[src/rtl/mem_port_arbiter.sv]
// mem_port_arbiter: shares one block-RAM port between the I-cache and D-cache engines,
// one latched transaction at a time, with a one-cycle active-low ready pulse back to the owner.
module mem_port_arbiter #(
  parameter int BLOCK_W     = 128,
  parameter int ADDR_W      = 10,
  parameter int MEM_LATENCY = 2,
  parameter int FIXED_PRIO  = 0
) (
  input  logic               clk,
  input  logic               rst_n,
  input  logic               i_req_low,
  input  logic [ADDR_W-1:0]  i_addr,
  input  logic               i_wr,
  input  logic [BLOCK_W-1:0] i_din,
  output logic [BLOCK_W-1:0] i_dout,
  output logic               i_rdy_low,
  input  logic               d_req_low,
  input  logic [ADDR_W-1:0]  d_addr,
  input  logic               d_wr,
  input  logic [BLOCK_W-1:0] d_din,
  output logic [BLOCK_W-1:0] d_dout,
  output logic               d_rdy_low,
  output logic               mem_req_low,
  output logic [ADDR_W-1:0]  mem_addr,
  output logic [BLOCK_W-1:0] mem_din,
  output logic               mem_wr,
  input  logic [BLOCK_W-1:0] mem_dout,
  input  logic               mem_rdy_low,
  output logic               busy,
  output logic               grant
);
  localparam int CW = (MEM_LATENCY > 2) ? $clog2(MEM_LATENCY) : 1;
  typedef enum logic [1:0] {IDLE, BUSY, RESP} state_t;
  state_t state;
  logic [CW-1:0] cnt;
  logic last;
  logic pick_d;
  // last = 1 means D was served most recently, so I wins the next tie
  always_comb pick_d = ~d_req_low & (i_req_low | (FIXED_PRIO != 0) | ~last);
  always_ff @(posedge clk or negedge rst_n) begin
    if (!rst_n) begin
      state       <= IDLE;
      cnt         <= '0;
      last        <= 1'b1;
      mem_req_low <= 1'b1;
      mem_wr      <= 1'b0;
      mem_addr    <= '0;
      mem_din     <= '0;
      i_rdy_low   <= 1'b1;
      d_rdy_low   <= 1'b1;
      i_dout      <= '0;
      d_dout      <= '0;
      busy        <= 1'b0;
      grant       <= 1'b0;
    end else begin
      case (state)
        IDLE: if (!i_req_low || !d_req_low) begin
          grant       <= pick_d;
          mem_addr    <= pick_d ? d_addr : i_addr;
          mem_din     <= pick_d ? d_din : i_din;
          mem_wr      <= pick_d ? d_wr : i_wr;
          mem_req_low <= 1'b0;
          busy        <= 1'b1;
          cnt         <= CW'(MEM_LATENCY - 1);
          state       <= BUSY;
        end
        BUSY: if (!mem_rdy_low) begin
          if (cnt == '0) begin
            if (!mem_wr && grant) d_dout <= mem_dout;
            if (!mem_wr && !grant) i_dout <= mem_dout;
            mem_req_low <= 1'b1;
            mem_wr      <= 1'b0;
            i_rdy_low   <= grant;
            d_rdy_low   <= ~grant;
            state       <= RESP;
          end else begin
            cnt <= cnt - 1'b1;
          end
        end
        RESP: begin
          i_rdy_low <= 1'b1;
          d_rdy_low <= 1'b1;
          busy      <= 1'b0;
          last      <= grant;
          state     <= IDLE;
        end
        default: state <= IDLE;
      endcase
    end
  end
endmodule

[config.mk]
export PLATFORM = sky130hd
export DESIGN_NAME = mem_port_arbiter
export DESIGN_NICKNAME = d
export VERILOG_FILES = /design/src/rtl/mem_port_arbiter.sv
export SDC_FILE = /design/constraint.sdc
export NUM_CORES = 1
export LEC_CHECK = 0
export CELL_PAD_IN_SITES_DETAIL_PLACEMENT = 1
export CELL_PAD_IN_SITES_GLOBAL_PLACEMENT = 2
export CORE_AREA = 3 3 311 313
export DETAILED_ROUTE_END_ITERATION = 10
export DIE_AREA = 0 0 314 316
export HOLD_SLACK_MARGIN = 0.1
export PLACE_DENSITY_LB_ADDON = 0.08
export SLEW_MARGIN = 20
export SYNTH_ARGS = -nofsm -noshare
export SYNTH_HDL_FRONTEND = slang
export SYNTH_SLANG_ARGS = --single-unit
export TNS_END_PERCENT = 5
[constraint.sdc]
create_clock -name clk -period 2.23 [get_ports clk]
set_input_delay 0.223 -clock clk [delete_from_list [all_inputs] [get_ports clk]]
set_output_delay 0.223 -clock clk [all_outputs]
set_load 0.03 [all_outputs]
==> summary.txt, run 1 <==
Status
  • Status: finished clean

Logic synthesis
  • Syn nets: 1777
  • Synth cell types: 23
  • Mapped Cells: 1366
  • #FFs+latches synth: 404
  • Sequential share of the synthesized area: 0.593
  • Mean post-synth cell area: 12.5 sq um
  • Synth Warn #: 0
  • Post-synth design cell area: 17100 sq um

Die
  • DIE WIDTH: 314 um
  • Cell row count: 113
  • CORE AREA: 94600 sq um
  • Ports: 811
  • Die H: 316 um
  • Die area: 99200 sq um
  • Initial Utilization: 0.180

Clock network
  • CTS Sinks: 404
  • Root buffer cell: clkbuf_16
  • Worst-Skew Late Latency: 0.62 ns
  • CTS Buf Count: 53
  • H-tree Lvls: 2
  • CTS Buffer Depth: 3
  • Worst-path clk slew: 0.06 ns
  • Post-CTS Setup Bufs: 0
  • TritonCTS clock tree: built

Routing
  • Post-DR wirelength/cell: 25.0 um
  • DRC: 0
  • Post-Route WL: 87.9 mm
  • 1st-iter DRT viols: 482
  • Drt pass-1 iters: 4
  • Via count: 14871
  • Vias per std cell: 4.23
  • Routed Antenna Nets: 0

Job
  • Max Cap Viol: 0

Worst setup path
  • Arrival @ worst endpoint: 2.68 ns
  • Delay-heaviest family, CP: simple AND/OR/NAND/NOR gates
  • Type of element capturing the critical path: register
  • Critical Path Start Type: register
  • Worst path buffer plus inverter count: 1
  • Peak fanout along the critical path: 45
  • Reg-to-reg critical path startpoint: state[1]$_DFFE_PN0P_
  • Critical path required time: 2.73 ns
  • Critical-path cell list: or4b_4 > or3_4 > buf_12 > mux2_4
  • Slowest CP cell: or4b_4
  • Crit Path Category: reg -> reg
  • CP startpoint: state[1]$_DFFE_PN0P_
  • Crit-path max cell delay: 0.57 ns

STA
  • Max frequency: 459 MHz
  • Fin Setup TNS: 0 ns
  • Hold Violations, Final: 0
  • RSZ-0062 raised after global routing: no
  • Final Hold Slack: 0.158 ns
  • Worst slew pin tran: 0.737 ns
  • Slew HR: 0.509
  • Setup ws final: 0.0520 ns
  • Tcrit/Tclk final: 0.977
  • Fin Clk Skew: 0.0189 ns
  • Slew Limit Fails: 0
  • Tmin final: 2.18 ns
  • Final setup violation count: 0

Final layout
  • Layout cell share with drive strength beyond 1: 0.193
  • Most common cell after layout, fill and taps aside: clkdlybuf4s50_1
  • Fill cells: 10302
  • NumNets Final: 2609
  • Synthesis-to-finish area growth: 69.7%
  • Commonest non-fill, non-tap cells in the layout: clkdlybuf4s50_1, dfrtp_1, o21ai_0, nor2_1, a21oi_1

Power
  • Peak supply drop: 0.000836 V
  • Share of power burned in registers: 0.279
  • Switching power total: 0.0198 W
  • Clk pwr share: 0.185
  • Pwr/cell area: 1620 nW/um^2
  • Static Leak: 12.1 nW
  • Tot Pwr: 0.0469 W
  • Combinational share of power: 0.536
  • Sw frac: 0.423
  • Int Pwr: 0.0270 W

Placed design
  • Port Buffer Count: 810
  • Dpl hpwl: 66.3 mm
  • Placer Congestion: 0.804
  • Pre-CTS setup slack: -0.233 ns

Global routing
  • Grt met2 use: 0.306
  • Global-route layer with the greatest usage: met2
  • Vias in the first global route: 16712
  • Initial antenna violation count: 23
  • Grt ovf: 0
  • Total global-route track usage: 0.171
  • First-pass GRT wire length: 125 mm
  • GRT met3 Usage: 0.0646
  • Largest net degree at the start of global routing: 62
  • GRT met1 Usage: 0.193

Min path
  • Worst min-delay path category: in -> reg
  • Hold path start: i_addr[8]
## area by class of cell
type	count	area, sq um	area share
tap	1265	1580	0.0547
inverter	2	10.0	0.000346
clock inverter	12	168	0.00579
antenna	10	25.0	0.000864
multi-input combinational	839	6310	0.218
timing repair buffer	898	9160	0.316
sequential	404	10100	0.349
clock buffer	85	1590	0.0548
## worst paths after layout
check	endpoint	slack, ns	cells after the start
min in group asynchronous	d_dout[20]$_DFFE_PN0P_	0.64	3
hold reg to reg	mem_req_low$_DFFE_PN1P_	0.46	2
setup reg to reg	i_dout[38]$_DFFE_PN0P_	0.05	4
hold / removal	mem_addr[8]$_DFFE_PN0P_	0.16	3
setup / recovery	i_dout[38]$_DFFE_PN0P_	0.05	4
max in group asynchronous	d_dout[44]$_DFFE_PN0P_	0.29	4
## power groups by stage
stage                     Sequential (W)  Combinational (W)  Clock [W]
after global placement            0.0131             0.0254          0
after floorplan                   0.0201            0.00612          0
after detailed placement          0.0132             0.0256          0
after CTS                         0.0132             0.0257    0.00909
final                             0.0131             0.0251    0.00867
after global routing              0.0136             0.0265    0.00937
## state kept, by name, indices dropped and copies added (netlist names), 2 cells and up
name,count
mem_addr,10
state,2
i_dout,128
mem_din,128
d_dout,128
## routing by layer
layer,wire length (um),part of all wire
met5,171,0.0019
met1,33700,0.38
met2,44900,0.51
met4,1720,0.020
met3,7410,0.084
## cell usage after synthesis
cell type  instances  area [sq um]
a211o_1            2          17.5
a211oi_1           1          7.51
a21oi_1          140           701
a31oi_1          139           870
buf_12            10           200
buf_2             14          70.1
buf_6              3          33.8
buf_8              1          15.0
clkbuf_1          93           349
dfrtp_1          400         10000
dfstp_2            4           105
inv_1              2          7.51
mux2_2           136          1530
mux2_4           120          1800
nand2_1            9          33.8
nand2b_1           3          18.8
nand3b_1           1          7.51
nor2_1           141           529
nor2b_1            2          12.5
o21ai_0          142           711
o41ai_1            1          8.76
or3_4              1          11.3
or4b_1             1          10.0
## timing repair
action | CTS | global route
endpoints found under the hold margin | 287 | 0
gates resized for setup | 1 | 1
hold buffers | 4 | 0
setup endpoints to repair | 1 | 139
## per-stage QoR
stage	cells	instance area, sq um	utilization
after floorplan	1366	17100	-
after global placement	3404	27100	0.287
after detailed placement	3404	27100	0.287
after CTS	3505	28900	0.306
after global routing	3508	28900	0.306
final	3515	29000	0.306
## cell families after synthesis
group / after synthesis / share of synthesized area
compound gates: 425 / 0.136
flops: 404 / 0.593
buf+inv: 123 / 0.0396
mux: 256 / 0.195
simple gates: 158 / 0.0365
## tightest hold or removal path, stage by stage
cell	delay, ns
clkdlybuf4s50_1	0.39
o21ai_0	0.07
a21oi_1	0.06
(Power assumes the default switching activity.)
==> run 2, diff against run 1 <==
SLEW_MARGIN = 30   (was 20)
==> results of run 2 <==
No change in the layout: final DEF, timing and power equal those of run 1.
